--- src/rtl/fifo_port_arbiter.sv ---
// fifo_port_arbiter: drives both ports of a 256-entry byte FIFO.
//
// Write side: NREQ byte producers with valid/ready handshakes share the
// FIFO's single write port. The grant is combinational and the round-robin
// pointer (last_grant) is registered. When FIFO_FF is high, nothing is granted
// and the pointer holds.
// Read side: a three-state FSM (IDLE/FETCH/HOLD) issues one FIFO read, catches
// the registered FIFO output, and presents it as a valid/ready stream.
//
// Configuration macro:
//   FIFO_ARB_FIXED_PRIO_EN - when defined, the lowest-index valid requester
//                            always wins and no round-robin pointer exists.
//                            When undefined (default), the arbiter is round-robin.
//
// Ports:
//   CLK, RST_N      clock (rising edge), asynchronous active-low reset
//   REQ_VALID       per-requester byte valid              [NREQ]
//   REQ_DATA        requester i byte in [i*DW +: DW]      [NREQ*DW]
//   REQ_READY       one-hot accept (combinational)        [NREQ]
//   GRANT_ID        granted requester index, 0 if none    [3]
//   FIFO_DIN/WE     FIFO write data / write enable (combinational)
//   FIFO_FF         FIFO full flag
//   FIFO_RREQ       FIFO read request (combinational)
//   FIFO_DO         FIFO read data, valid the cycle after RREQ
//   FIFO_FE         FIFO empty flag
//   OUT_VALID/DATA  registered output stream
//   OUT_READY       consumer accept

module fifo_port_arbiter #(
  parameter int unsigned NREQ = 4,
  parameter int unsigned DW   = 8
) (
  input  logic               CLK,
  input  logic               RST_N,
  input  logic [NREQ-1:0]    REQ_VALID,
  input  logic [NREQ*DW-1:0] REQ_DATA,
  output logic [NREQ-1:0]    REQ_READY,
  output logic [2:0]         GRANT_ID,
  output logic [DW-1:0]      FIFO_DIN,
  output logic               FIFO_WE,
  input  logic               FIFO_FF,
  output logic               FIFO_RREQ,
  input  logic [DW-1:0]      FIFO_DO,
  input  logic               FIFO_FE,
  output logic               OUT_VALID,
  output logic [DW-1:0]      OUT_DATA,
  input  logic               OUT_READY
);

  localparam int unsigned IW = (NREQ > 1) ? $clog2(NREQ) : 1;
  localparam int unsigned GW = 3;

  // Read FSM encoding
  localparam logic [1:0] ST_IDLE  = 2'd0;
  localparam logic [1:0] ST_FETCH = 2'd1;
  localparam logic [1:0] ST_HOLD  = 2'd2;

  // ---------------------------------------------------------------------------
  // Write arbitration
  // ---------------------------------------------------------------------------

  // Unpack the flat requester data bus
  logic [DW-1:0] req_data_a [NREQ];

  for (genvar g = 0; g < NREQ; g++) begin : g_unpack
    assign req_data_a[g] = REQ_DATA[g*DW +: DW];
  end

  logic          gnt_found_c;
  logic [IW-1:0] gnt_idx_c;
  logic          grant_c;

`ifdef FIFO_ARB_FIXED_PRIO_EN

  // Fixed priority: the lowest valid index wins
  always_comb begin
    gnt_found_c = 1'b0;
    gnt_idx_c   = '0;
    for (int unsigned k = 0; k < NREQ; k++) begin
      if (!gnt_found_c && REQ_VALID[IW'(k)]) begin
        gnt_found_c = 1'b1;
        gnt_idx_c   = IW'(k);
      end
    end
  end

`else

  logic [IW-1:0] last_grant_q;
  logic [IW-1:0] last_grant_d;
  logic [IW-1:0] rr_cand_c;

  // Round robin: search from last_grant+1, wrapping modulo NREQ
  always_comb begin
    gnt_found_c = 1'b0;
    gnt_idx_c   = '0;
    rr_cand_c   = '0;
    for (int unsigned k = 1; k <= NREQ; k++) begin
      rr_cand_c = IW'((32'(last_grant_q) + k) % NREQ);
      if (!gnt_found_c && REQ_VALID[rr_cand_c]) begin
        gnt_found_c = 1'b1;
        gnt_idx_c   = rr_cand_c;
      end
    end
  end

  // Pointer moves only on an actual grant
  always_comb begin
    last_grant_d = last_grant_q;
    if (grant_c) begin
      last_grant_d = gnt_idx_c;
    end
  end

  // Reset to NREQ-1 so that requester 0 is searched first
  always_ff @(posedge CLK or negedge RST_N) begin
    if (!RST_N) begin
      last_grant_q <= IW'(NREQ - 1);
    end else begin
      last_grant_q <= last_grant_d;
    end
  end

`endif

  // A full FIFO or an active reset suppresses every write-side output
  assign grant_c = gnt_found_c & ~FIFO_FF & RST_N;

  // Write-port drive
  always_comb begin
    REQ_READY = '0;
    FIFO_WE   = 1'b0;
    FIFO_DIN  = '0;
    GRANT_ID  = '0;
    if (grant_c) begin
      REQ_READY = NREQ'(1) << gnt_idx_c;
      FIFO_WE   = 1'b1;
      FIFO_DIN  = req_data_a[gnt_idx_c];
      GRANT_ID  = GW'(gnt_idx_c);
    end
  end

  // ---------------------------------------------------------------------------
  // Read FSM
  // ---------------------------------------------------------------------------

  logic [1:0]    state_q;
  logic [1:0]    state_d;
  logic          out_valid_q;
  logic          out_valid_d;
  logic [DW-1:0] out_data_q;
  logic [DW-1:0] out_data_d;
  logic          rreq_c;

  // Next-state and output decode
  always_comb begin
    state_d     = state_q;
    out_valid_d = out_valid_q;
    out_data_d  = out_data_q;
    rreq_c      = 1'b0;
    case (state_q)
      ST_IDLE: begin
        // Single-cycle read request, only when data is present
        if (!FIFO_FE) begin
          rreq_c  = 1'b1;
          state_d = ST_FETCH;
        end
      end
      ST_FETCH: begin
        // The FIFO's registered DO holds the requested byte in this cycle
        out_data_d  = FIFO_DO;
        out_valid_d = 1'b1;
        state_d     = ST_HOLD;
      end
      ST_HOLD: begin
        if (OUT_READY) begin
          out_valid_d = 1'b0;
          state_d     = ST_IDLE;
        end
      end
      default: begin
        out_valid_d = 1'b0;
        state_d     = ST_IDLE;
      end
    endcase
  end

  // State and output registers; reset drops OUT_VALID without waiting for CLK
  always_ff @(posedge CLK or negedge RST_N) begin
    if (!RST_N) begin
      state_q     <= ST_IDLE;
      out_valid_q <= 1'b0;
      out_data_q  <= '0;
    end else begin
      state_q     <= state_d;
      out_valid_q <= out_valid_d;
      out_data_q  <= out_data_d;
    end
  end

  assign FIFO_RREQ = rreq_c & RST_N;
  assign OUT_VALID = out_valid_q;
  assign OUT_DATA  = out_data_q;

endmodule
--- config.mk ---
export PLATFORM = sky130hd
export DESIGN_NAME = fifo_port_arbiter
export DESIGN_NICKNAME = d
export VERILOG_FILES = /design/src/rtl/fifo_port_arbiter.sv
export SDC_FILE = /design/constraint.sdc
export NUM_CORES = 1
export LEC_CHECK = 0
export CAP_MARGIN = 10
export CELL_PAD_IN_SITES_DETAIL_PLACEMENT = 0
export CELL_PAD_IN_SITES_GLOBAL_PLACEMENT = 1
export CORE_MARGIN = 10
export CORE_UTILIZATION = 22
export DETAILED_ROUTE_END_ITERATION = 7
export PLACE_DENSITY_LB_ADDON = 0.1
export SLEW_MARGIN = 20
export SYNTH_ARGS = -nofsm -noshare
export SYNTH_HDL_FRONTEND = slang
export SYNTH_SLANG_ARGS = --single-unit
--- constraint.sdc ---
create_clock -name CLK -period 2.1 [get_ports CLK]
set_input_delay 0.42 -clock CLK [delete_from_list [all_inputs] [get_ports CLK]]
set_output_delay 0.42 -clock CLK [all_outputs]
set_load 0.005 [all_outputs]
# ---- Word level (Yosys, flattened, before mapping)
# Index checks and enable logic that the tools add are counted.
dict set report op_classes {
  reduce_logical 9
  shift 1
  bitwise 6
  n_mux 30
  n_eq_ne 4
  addsub 4
  magnitude_cmp 5
}
# op count
set op_table {}
lappend op_table {{2-to-1 mux 8 bit} 3}
lappend op_table {{binary-select mux 8 bit (select 2 bit)} 1}
lappend op_table {{2-to-1 mux 2 bit} 7}
lappend op_table {{< comparator 2 x 3 -> 1 bit, second input constant} 4}
lappend op_table {{2-to-1 mux 1 bit} 12}
lappend op_table {{binary-select mux 1 bit (select 2 bit)} 4}
lappend op_table {{case mux 2 bit (3 select lines)} 1}
lappend op_table {{adder 2 x 1 -> 2 bit, second input constant} 2}
lappend op_table {{adder 2 bit, second input constant} 2}
lappend op_table {{2-to-1 mux 4 bit} 1}
lappend op_table {{inequality test 2 bit, second input constant} 2}
lappend op_table {{AND reduction 2 bit} 2}
lappend op_table {{left shift 1 x 2 -> 4 bit, first input constant} 1}
lappend op_table {{bitwise AND 1 bit} 3}
lappend op_table {{>= comparator 3 bit, second input constant} 1}
lappend op_table {{logical AND 1 bit} 3}
lappend op_table {{zero test 1 bit} 3}
lappend op_table {{NOT 2 -> 3 bit} 1}
lappend op_table {{case mux 1 bit (3 select lines)} 1}
lappend op_table {{== test 2 x 1 -> 1 bit, second input constant} 1}
lappend op_table {{== test 2 bit, second input constant} 1}
lappend op_table {{zero test 2 bit} 1}
lappend op_table {{NOT 1 bit} 2}
dict set report totals {
  wordCells 63
  ff_bits 13
}

# ---- Logic depth before layout (Yosys ltp)
# Gate-level depths: netlist of the first run.
dict set report logic_depth {
  ltp_word 18
  ltp_mapped 6
  ltp_nobuf 5
}

# ---- Least setup slack after synthesis of the first run
# OpenSTA, ideal clock, no wires.
dict set report synth_path {
  path_type {flip-flop to output port}
  start {reg last_grant_q[1]}
  end {out FIFO_DIN[0]}
  stages_incl_launch_ff 7
  arrival_time_ns 1.482
  setup_slack_ns 0.198
  n_path_buf 2
  cell_sequence {dfstp_2 -> inv_1 -> o311a_1 -> buf_6 -> buf_6 -> mux2i_1 -> o22ai_1}
}
dict set report synth_via {
  elab_chain_len 18
  word_cells_on_any_way 33
}
# item line_no
set synth_lines {}
lappend synth_lines {{start: declaration} 89} ;# logic [IW-1:0] last_grant_q;
lappend synth_lines {{start signal: assignment} 118} ;# last_grant_q <= IW'(NREQ - 1);
lappend synth_lines {{start signal: assignment} 120} ;# last_grant_q <= last_grant_d;
lappend synth_lines {{adder 2 x 1 -> 2 bit} 99} ;# rr_cand_c = IW'((32'(last_grant_q) + k) % NREQ);
lappend synth_lines {{binary-select mux 1 bit (select 2 bit)} 100} ;# if (!gnt_found_c && REQ_VALID[rr_cand_c]) begin
lappend synth_lines {{2-to-1 mux 1 bit (not written as such)} 100}
lappend synth_lines {{2-to-1 mux 1 bit} 100}
lappend synth_lines {{zero test 1 bit} 100}
lappend synth_lines {{logical AND 1 bit} 100}
lappend synth_lines {{2-to-1 mux 1 bit} 100}
lappend synth_lines {{zero test 1 bit} 100}
lappend synth_lines {{logical AND 1 bit} 100}
lappend synth_lines {{2-to-1 mux 1 bit} 100}
lappend synth_lines {{zero test 1 bit} 100}
lappend synth_lines {{logical AND 1 bit} 100}
lappend synth_lines {{2-to-1 mux 2 bit} 100}
lappend synth_lines {{NOT 2 -> 3 bit (not written as such)} 138} ;# FIFO_DIN = req_data_a[gnt_idx_c];
lappend synth_lines {{binary-select mux 8 bit (select 2 bit)} 138}
lappend synth_lines {{2-to-1 mux 8 bit (not written as such) (2 in a row)} 138}
lappend synth_lines {{2-to-1 mux 8 bit *} 135} ;# if (grant_c) begin
lappend synth_lines {{end: declaration} 39} ;# output logic [DW-1:0] FIFO_DIN,
# Every way passes the cells marked *; elsewhere a longest branch is shown, timed or not. The select of a mux whose other input is x is not followed.

# ---- Worst setup path after layout of the first run
dict set report layout_path {
  start {reg last_grant_q[1]}
  end {out FIFO_DIN[3]}
}
# Same word-level chain as after synthesis.

==> impl_results.md, run 1 <==
- Global-route wire length before repair: 6000 um
- Endpoints failing hold: 0
- Initial drt markers: 36
- FMAX: 442 MHz
- Highest Signal Layer: met4
- Leakage: 0.931 nW
- EDFF count, synth: 0
- Die Span X: 83.8 um
- CTS root buffer: clkbuf_8
- Post-route ant nets: 0
- Antenna violations before repair: 0
- Yosys top cell area share: 30.7%
- # clock sinks: 13
- Critical path endpoint category: output pin
- Ant diodes: 0
- GR Util All Layers: 10.0%
- Max Root-Sink Buffers: 2
- Largest net degree at the start of global routing: 15
- Row Count: 23
- Type of the most critical hold path: in -> async
- Yosys reg bits: 13
- Routed wire length: 3590 um
- Post-DP Area: 1790 sq um
- Post-route setup TNS: -1150 ps
- Final GP Congestion: 0.879
- Core area: 3970 sq um
- Post-layout nets: 240
- Final WS setup: -162 ps
- Yosys warning count: 0
- Async SR Flop Fraction: 100%
- Final Cycle Share: 108%
- # DRC: 0
- Metal2 WL: 1600 um
- Io pins: 75
- Starting density of the core: 22.6%
- Final Cell Area: 1960 sq um
- Clock-pin slew on the worst setup and hold paths: 60 ps
- Share of cells above drive strength 1: 40.5%
- Routed vias: 1080
- Kind of start point of the critical path: flop
- Ys flop type: dfrtp_1
- H-Tree Depth: 1
- Yosys cell types: 29
- Inserted Clock Buffers: 3
- DIE HEIGHT: 83.8 um
- PortBufs: 73
- Via density: 4.50
- # setup viols final: 10
- CP Class: reg -> out
- Vias in the first global route: 1247
- Worst VDD drop: 245 uV
- Clk_lat worst skew: 240 ps
- Crit path DAT: 1840 ps
- Mapped Area: 896 sq um
- Max_cap viols: 0
- Die Area: 7020 sq um
- Post-Synthesis Cells: 91
- Status: finished with violations
- Wl on met1: 1470 um
- Sequential share of the synthesized area: 36.6%
- RSZ-0062 raised after global routing: yes
- Cell taking the most area after synthesis: dfrtp_1
- Max-slew violation count: 0
- Gr ovfl total: 0
- Post-detail-place hpwl: 2860 um
- Worst Path Required: 1680 ps
- Drt pass-1 iters: 4
- Period minus WS final: 2260 ps
- CP max FO: 7
- CTS tree: yes
- Mapped Avg Cell Area: 9.84 sq um
- Setup Skew: 2.61 ps
- Area Growth Syn to Fin: 119%
- Failing checks: setup timing
- Post-DR wirelength/cell: 15.0 um
- P per Cell Area: 785 nW/um^2
- Fillers: 354
- Post-Syn Nets: 140
- Main area contributors after synthesis: dfrtp_1, mux2i_1, mux2_2, dfstp_2, o22ai_1
- Met3 WL: 470 um
==> per-layer routing <==
metal / vias to the layer above / track usage (%)
met5: - / 0
met4: 0 / 3.50
met3: 4 / 5.66
met2: 57 / 16.1
met1: 490 / 10.8
li1: 529 / -
==> repair_timing <==
item	CTS	global route
pin swaps	9	7
buffers inserted	7	3
gates resized for setup	85	14
hold buffers	0	0
endpoints found under the setup margin	16	15
cloned	1	0
==> cells in the final DEF, fill, tap and decap left out, types with 3 or more instances in the layout <==
cell type / instances
clkdlybuf4s50_1: 51
clkbuf_8: 3
o22ai_1: 8
nand2_1: 3
nor3_1: 3
nor2_1: 3
inv_2: 3
dlygate4sd2_1: 3
o21ai_1: 3
dfrtp_1: 11
mux2i_1: 15
buf_2: 15
mux2_2: 8
buf_4: 23
nor2b_4: 4
==> synth_stat cells (all sizes together), types with 2 or more instances <==
cell type	number
nor3	4
o21ai	5
nand2	4
nor2b	6
buf	4
inv	5
dfstp	2
o22ai	8
dfrtp	11
nor2	5
mux2	8
mux2i	16
==> where the power goes <==
part           internal (mW)  switching [mW]
sequential             0.372          0.0733
combinational          0.575           0.300
clock                  0.134          0.0875
==> worst max-delay path, stage by stage (launching register included) <==
cell	delay, ps
dfstp_2	550
inv_2	40
o311a_4	430
buf_12	160
mux2i_1	110
o22ai_1	170
buf_2	150
==> final timing paths <==
kind	start	endpoint	cells past startpoint	slack (ps)
max	last_grant_q[1]	FIFO_DIN[3]	6	-160
min	RST_N	OUT_DATA[6]	2	290
max reg2reg	last_grant_q[1]	last_grant_q[1]	5	710
min reg2reg	OUT_VALID	OUT_VALID	1	480
max in group asynchronous	RST_N	last_grant_q[1]	2	1570
min in group CLK	OUT_VALID	OUT_VALID	1	480
==> cell type report <==
class	count	area, sq um	area share, %
timing repair buffer	100	897	45.7
multi-input combinational	68	612	31.2
sequential	13	328	16.7
tap	50	62.6	3.19
clock buffer	4	45.0	2.29
inverter	5	18.8	0.956
==> stage by stage <==
stage / hold slack [ps] / cells / utilization (%) / power (mW) / setup WS (ps)
detailed placement: 477 / 226 / 45.1 / 1.23 / -770
finish: 293 / 240 / 49.4 / 1.54 / -162
global route: 317 / 240 / 49.4 / 1.65 / -277
global placement: 472 / 226 / 45.1 / 1.21 / -732
floorplan: 124 / 91 / - / 0.770 / 198
CTS: 313 / 238 / 48.6 / 1.55 / -226
==> registers in the layout, summed over array words and instances (netlist names) <==
signal	flops
OUT_DATA	8
last_grant_q	2
state_q	2
OUT_VALID	1
==> kinds of logic after synthesis <==
group,after synthesis,synth area share (%)
and+or+nand+nor,23,13.1
muxes,24,27.9
AOI/OAI and AO/OA,20,15.5
buffers and inverters,10,6.42
DFF,13,36.6
other,1,0.419
Power figures use the tool's default switching activity.
==> inputs of run 2 (changes only) <==
Settings changed: ABC_AREA from default to 1, CORE_ASPECT_RATIO from default to 1.5, CORE_UTILIZATION 22 to 25.
==> run 2 against run 1 <==
  * The run still ends with setup timing left
  * Die area up 20%
  * Register-to-register slack worse by 710 ps
  * Count of clock-buffer cells in the layout unchanged
  * Synthesized cell count up 100%
  * Critical path depth up 8
  * Critical path type unchanged
  * Critical endpoint is now REQ_READY[0]
  * Largest power group unchanged
==> impl_results.md, run 2 <==
- EDFF count, synth: 0
- Number of flip-flops in the largest register: 8
- Fillers: 516
- Highest Signal Layer: met4
- Part of the power in registers: 9.5%
- Drt pass-1 iters: 4
- Post-route ant nets: 0
- Via density: 4.44
- Ant diodes: 0
- Final core occ: 53.2%
- Share of cells above drive strength 1: 44.1%
- Post-layout nets: 354
- Post-DR wirelength/cell: 13.5 um
- Starting density of the core: 26.0%
- Async SR Flop Fraction: 100%
- Metal2 WL: 2770 um
- Area Growth Syn to Fin: 105%
- Main area contributors after synthesis: dfrtp_1, nand2_1, mux2_2, nand3_1, nand4_1
- Max-slew violation count: 0
- Critical path endpoint category: output pin
- DIE HEIGHT: 107 um
- Net Switching: 2.24 mW
- Yosys reg bits: 13
- H-Tree Depth: 1
- FMAX: 375 MHz
- Mapped Area: 1270 sq um
- Antenna violations before repair: 0
- Most frequent cell after synthesis: nand2_1
- Commonest cells after routing, fill and taps aside: clkdlybuf4s50_1, nand2_1, buf_4
- Gr ovfl total: 0
- Largest net degree at the start of global routing: 14
- PortBufs: 73
- Yosys warning count: 0
- Period minus WS final: 2660 ps
- Worst r2r src: last_grant_q[0]
- Met3 WL: 270 um
- Routed wire length: 5000 um
- Clk network pwr share: 4.4%
- Yosys top cell area share: 21.7%
- Crit path to: REQ_READY[0]
- Endpoints failing hold: 0
- Internal: 2.71 mW
- Final GP Congestion: 0.756
- Most common cell after layout, fill and taps aside: clkdlybuf4s50_1
- R2r setup slk: 0 ps
- # clock sinks: 13
- Die Span X: 78.2 um
- Leakage: 1.25 nW
- CP max FO: 8
- Sequential share of the synthesized area: 25.8%
- Io pins: 75
- Reg2reg end: last_grant_q[0]
- Clock-pin slew on the worst setup and hold paths: 50 ps
- Global-route wire length before repair: 8290 um
- Row Count: 31
- CP Class: reg -> out
- Crit path DAT: 2240 ps
- Routed vias: 1643
- R2R cell count: 15
- WHS: 502 ps
- Clk_lat worst skew: 240 ps
- Mapped Avg Cell Area: 6.83 sq um
- Final Cycle Share: 127%
- GR Util All Layers: 11.9%
- Worst VDD drop: 849 uV
- Post-Synthesis Cells: 186
- Net Sw Frac: 45.3%
- Core area: 4890 sq um
- P per Cell Area: 1910 nW/um^2
- Failing checks: setup timing
- Post-Syn Nets: 235
- RSZ-0062 raised after global routing: yes
- Max_cap viols: 0
- Die Area: 8400 sq um
- Ys flop type: dfrtp_1
- Status: finished with violations
- Kind of start point of the critical path: flop
- Worst Path Required: 1680 ps
- Post-route setup TNS: -7280 ps
- Cell taking the most area after synthesis: dfrtp_1
- Wl on met1: 1890 um
- CTS tree: yes
- CTS hold repair buffers: 0
- Initial drt markers: 31
- Setup Skew: 1.40 ps
- Type of the most critical hold path: reg -> reg
- Final WS setup: -565 ps
- Synth cell count leaders: nand2_1, nand3_1, nor2_1, nand4_1
- CTS root buffer: clkbuf_8
- Logic pwr share: 86.1%
- Vias in the first global route: 1768
- # DRC: 0
- Yosys cell types: 25
- Inserted Clock Buffers: 3
- Critical path launch point: last_grant_q[0]
- Max Root-Sink Buffers: 2
- # setup viols final: 16
- Post-detail-place hpwl: 3790 um
- Hold path cells: 1
==> run 2: cell count changes after synthesis, moves of 8 or more <==
cell | before | now
nand2_1 | 4 | 66
nor2_1 | 5 | 16
nand2_2 | 0 | 11
mux2i_1 | 16 | 0
nand3_1 | 1 | 16
nand4_1 | 0 | 12
o22ai_1 | 8 | 0
==> run 2: logic make-up after synthesis <==
family	after synthesis	synth area share [%]
flops	13	25.8
mux	8	7.09
compound gates	8	4.63
simple gates	132	51.8
buf+inv	24	10.4
other cells	1	0.295
==> run 2: power by group through the flow <==
| stage | combinational [mW] | sequential (mW) | clock [mW] |
|---|---|---|---|
| final | 4.27 | 0.472 | 0.216 |
| after global routing | 4.68 | 0.494 | 0.236 |
| after CTS | 4.23 | 0.474 | 0.226 |
| after detailed placement | 3.06 | 0.485 | 0 |
| after global placement | 3.08 | 0.480 | 0 |
| after floorplan | 1.99 | 0.463 | 0 |
==> run 2: how the worst min path moves through the flow <==
stage                        endpoint  slack (ps)        start
after floorplan           OUT_DATA[0]         120        RST_N
after global placement    OUT_DATA[6]         490  OUT_DATA[6]
after detailed placement  OUT_DATA[0]         490  OUT_DATA[0]
after CTS                 OUT_DATA[0]         510  OUT_DATA[0]
after global routing      OUT_DATA[2]         510  OUT_DATA[2]
final                     OUT_DATA[2]         500  OUT_DATA[2]
==> run 2: repair_timing <==
| action | 4_1_cts | 5_1_grt |
|---|---|---|
| resized for setup | 109 | 7 |
| endpoints found under the setup margin | 18 | 17 |
| pin swaps | 30 | 9 |
| gates cloned | 4 | 0 |
| setup buffers | 23 | 1 |
==> run 2: metal layers <==
metal	GRT usage, %	vias to the layer above
li1	-	834
met5	0	-
met4	3.21	0
met2	23.2	51
met1	12.1	751
met3	2.59	7
==> run 2: through the flow <==
stage	instances	power, mW	instance area (sq um)	setup WS, ps
floorplan	186	2.45	1280	2.64
global placement	338	3.56	2210	-935
detailed placement	338	3.54	2210	-938
CTS	369	4.93	2580	-564
global route	370	5.41	2600	-725
finish	370	4.96	2600	-565
==> run 2: layout make-up <==
cell class                      instances  area [sq um]  share of cell area [%]
Timing Repair Buffer                  121          1130                    43.4
Multi-Input combinational cell        151           951                    36.6
Sequential cell                        13           328                    12.6
Tap cell                               66          82.6                    3.17
Inverter                               15          66.3                    2.55
Clock buffer                            4          45.0                    1.73
==> run 2: critical path, cell delays in order (launching register included) <==
cell and delay [ps]:
dfstp_2 620, inv_6 70, nand2_2 70, nand2_2 90
nand2_4 80, nand2_4 60, nor2_8 120, nand3_4 110
buf_6 150, inv_4 50, nor2_4 50, buf_4 130
buf_6 110, nor3_2 150, buf_2 140
==> RTL change 1, RTL diff (settings of run 2) <==
Add a define of `FIFO_ARB_FIXED_PRIO_EN`.
--- a/src/rtl/fifo_port_arbiter.sv
+++ b/src/rtl/fifo_port_arbiter.sv
@@ -27,4 +27,6 @@
 //   OUT_READY       consumer accept
 
+`define FIFO_ARB_FIXED_PRIO_EN
+
 module fifo_port_arbiter #(
   parameter int unsigned NREQ = 4,
Check against the original RTL: not equivalent (Yosys sat finds a counterexample within 4 cycles, from zero or initial values and one cycle with RST_N low).
==> RTL change 1 against run 2 <==
  * Clock skew shrank 0.0011 ns
  * Worst setup slack improved by 0.63 ns
  * Fmax grew 31%
  * Synthesized cell count is 23% lower
  * Synthesized area shrank 27%
  * Worst hold slack lost 0.24 ns
  * Critical path type is now in2out
  * Register-to-register slack improved by 0.90 ns
  * Routed wire length decreased by 28%
  * Sequential cell count decreased by 2
  * Final area down 28%
Power is left out: it rests on default switching activity, and per cell area and clock period it moved more than threefold.
==> RTL change 1: results (changes against run 2) <==
* R2r setup slk at 0.90 ns (+0.90 ns)
* CTS sink cnt at 11 (-2)
* Layout Nets at 282 (-20%)
* Non-CTS inverters at 42 (+27)
* Vias in the first global route at 1327 (-25%)
* Non-clock buffer share at 43.9% (+0.52 points)
* Worst Clk Skew at 0.000294 ns (-0.00111 ns)
* Seq/Total Area, Yosys at 29.7% (+3.9 points)
* Tap cells at 43 (-35%)
* Post-synth top cells: inv_1 (39), nand2_1 (28), nand3_1 (16), dfrtp_1 (11), a21oi_1 (9)
* DP Area at 1760 um2 (-21%)
* Buffers, non-clock at 88 (-27%)
* Total GRT Usage at 10.9% (-1.0 points)
* Share of layout cells above drive strength 1 at 20.7% (-23 points)
* Placer Congestion at 0.745 (-1.5%)
* Worst r2r src: state_q[0]
* # fillers at 374 (-28%)
* Global-route wire length before repair at 6090 um (-26%)
* R2R Path End: OUT_DATA[4]
* Synth unique cells at 22 (-12%)
* Critical Path End: FIFO_DIN[5]
* Status: finished, final reports clean
* Compound-Gate Fraction of Synth Area at 10.8% (+6.2 points)
* Post_cts resized at 35 (-68%)
* Worst EP arrival at 1.61 ns (-0.63 ns)
* CP max stage cell: clkdlybuf4s50_1
* Min-Delay Path Class: in2async
* Reg area at 275 um2 (-16%)
* DRT Pass-1 Iters at 4 (unchanged)
* CTS H-tree lvls at 1 (unchanged)
* CTS Buffer Depth at 2 (unchanged)
* Setup bufs post-CTS at 2 (-91%)
* Crit path kind: in2out
* Post-detail-place hpwl at 3050 um (-20%)
* Top cells by area, synth: dfrtp_1 (30%), inv_1 (16%), nand2_1 (11%)
* Slowest Stage Delay on Critical Path at 0.40 ns (-0.22 ns)
* Final clock-cell share at 2.41% (+0.68 points)
* Worst Path Max Fanout at 9 (+1)
* Mapped Nets at 193 (-18%)
* WL per Instance at 13.2 um (-2.5%)
* Multi-input gate area at 514 um2 (-46%)
* Initial DRC Count at 48 (+55%)
* Cell depth of the worst flop-to-flop path at 2 (-13)
* Comb_multi_in at 87 (-42%)
* Crit path max-delay family: buffers and inverters
* Via count at 1189 (-28%)
* CP startpoint: FIFO_FF
* Post-synthesis mux area share at 9.73% (+2.6 points)
* Largest net degree at the start of global routing at 12 (-2)
* Port bufs at 73 (unchanged)
## RTL change 1: cell types whose count changed after synthesis, sizes merged, moves of 3 or more
cell,before,now
inv,15,42
a21oi,6,9
nand4,12,0
nor2,21,6
buf,9,5
o21ai,2,9
nand2,78,29
## RTL change 1: stage by stage
step                setup TNS [ns]  hold slack, ns  utilization (%)  instances  setup slack, ns
floorplan                        0           0.124                -        144            0.572
global placement             -6.92           0.481             48.6        265           -0.546
detailed placement           -7.57           0.491             48.6        265           -0.600
CTS                              0           0.282             51.0        272          0.00140
global route               -0.0125           0.285             51.7        275          -0.0125
finish                           0           0.267             51.7        275           0.0699
## RTL change 1: cells by family (layout without fill, tap and decap cells)
group / after synthesis / count (layout)
compound gates: 19 / 19
buf+inv: 47 / 134
flops: 11 / 11
mux: 8 / 8
other cells: 1 / 1
simple gates: 58 / 59
## RTL change 1: routing by layer
metal,vias up,routed length [um],GRT usage (%)
li1,614,-,-
met1,529,1290,9.84
met2,44,1930,21.3
met3,2,382,4.72
met4,0,23,3.30
met5,-,0,0
==> RTL change 2, RTL diff (settings of run 2) <==
Made on the original files. Take the reset off `out_data_q` and load it in a clocked block of its own.
--- a/src/rtl/fifo_port_arbiter.sv
+++ b/src/rtl/fifo_port_arbiter.sv
@@ -191,10 +191,12 @@
       state_q     <= ST_IDLE;
       out_valid_q <= 1'b0;
-      out_data_q  <= '0;
     end else begin
       state_q     <= state_d;
       out_valid_q <= out_valid_d;
-      out_data_q  <= out_data_d;
-    end
+    end
+  end
+
+  always_ff @(posedge CLK) begin
+    out_data_q <= out_data_d;
   end
 
Behaviour: differs if RST_N is asserted again (counterexample within 4 cycles, from zero or initial values and one cycle with RST_N low); with RST_N held inactive, the same outputs for 10 cycles.
==> RTL change 2 against run 2 <==
  * The flow still finishes with violations (setup timing)
  * Sequential cell count unchanged
  * Final area increased by 5.5%
  * Worst hold slack got worse by 0.021 ns
  * Largest power group unchanged
  * Final cell count increased by 0.81%
  * Non-clock buffer count increased by 13
  * Synthesized area decreased by 5.8%
  * Routed wire length increased by 9.1%
  * Power increased by 9.5%
  * Worst setup slack got worse by 0.12 ns
  * Synthesized cell count decreased by 4.3%
  * Fmax decreased by 4.3%
  * Global-route usage increased by 0.93 points
==> RTL change 2: results (changes against run 2) <==
* Top_reg_cell synth: edfxtp_1
* Compound-Gate Fraction of Synth Area at 6.06% (+1.4 points)
* Worst vdd ir at 0.969 mV (+14%)
* Final WS setup at -0.685 ns (-0.120 ns)
* Slowest Stage Delay on Critical Path at 0.57 ns (-0.05 ns)
* Met3 WL at 163 um (-40%)
* Violated checks: setup timing
* Setup TNS at -8.72 ns (-1.45 ns)
* Post-synth top cells: nand2_1 (74), nand4_1 (14), nand3_1 (12), nor2_1 (12), inv_1 (9)
* WL per Instance at 14.6 um (+8.2%)
* Post-synthesis mux area share at 0% (-7.1 points)
* Status: finished with violations
* Via count at 1684 (+2.5%)
* Worst Clk Skew at 0.000763 ns (-0.000642 ns)
* DP Area at 2130 um2 (-3.5%)
* Share of layout cells above drive strength 1 at 46.6% (+2.5 points)
* FFs w/ async S/R, synth at 38.5% (-62 points)
* Mapped Nets at 227 (-3.4%)
* Worst Path Max Fanout at 7 (-1)
* Pleak at 1.32 nW (+5.0%)
* Setup WS pre-CTS at -0.943 ns (-0.00501 ns)
* Routed wl met2 at 3130 um (+13%)
* R2r setup slk at 0.02 ns (+0.02 ns)
* Post-Syn Area per Cell at 6.73 um2 (-1.6%)
* Vias in the first global route at 1819 (+2.9%)
* Post-detail-place hpwl at 3910 um (+3.2%)
* Comb pwr share at 87.9% (+1.8 points)
* GRT met2 Usage at 26.2% (+2.9 points)
* Placer Congestion at 0.810 (+7.1%)
* Layout Nets at 359 (+1.4%)
* Final setup viols at 15 (-1)
* Seq/Total Area, Yosys at 30.7% (+4.9 points)
* Largest net degree at the start of global routing at 9 (-5)
* Met1 GRT Util at 13.0% (+0.98 points)
* Global Route met3 Usage at 1.97% (-0.62 points)
==> RTL change 2: timing repair <==
action                                  in CTS  in global routing
pin swaps                                   27                 18
gates cloned                                 4                  0
endpoints found under the setup margin      17                 17
setup buffers                               29                  8
gates resized for setup                    115                 19
==> RTL change 2: layout make-up <==
cell class / instances / area (um2)
Sequential cell: 13 / 368
Clock buffer: 4 / 45.0
Inverter: 14 / 67.6
Timing Repair Buffer: 134 / 1280
Fill cell: 457 / 1830
Tap cell: 64 / 80.1
Multi-Input combinational cell: 144 / 902
==> RTL change 2: worst min path at each step <==
stage | to | depth (start not counted) | from | slack (ns)
final | state_q[0] | 2 | RST_N | 0.48
after CTS | state_q[0] | 2 | RST_N | 0.48
after floorplan | OUT_VALID | 0 | RST_N | 0.12
after global routing | state_q[0] | 2 | RST_N | 0.50
after global placement | OUT_VALID | 2 | OUT_VALID | 0.47
after detailed placement | OUT_VALID | 2 | OUT_VALID | 0.48
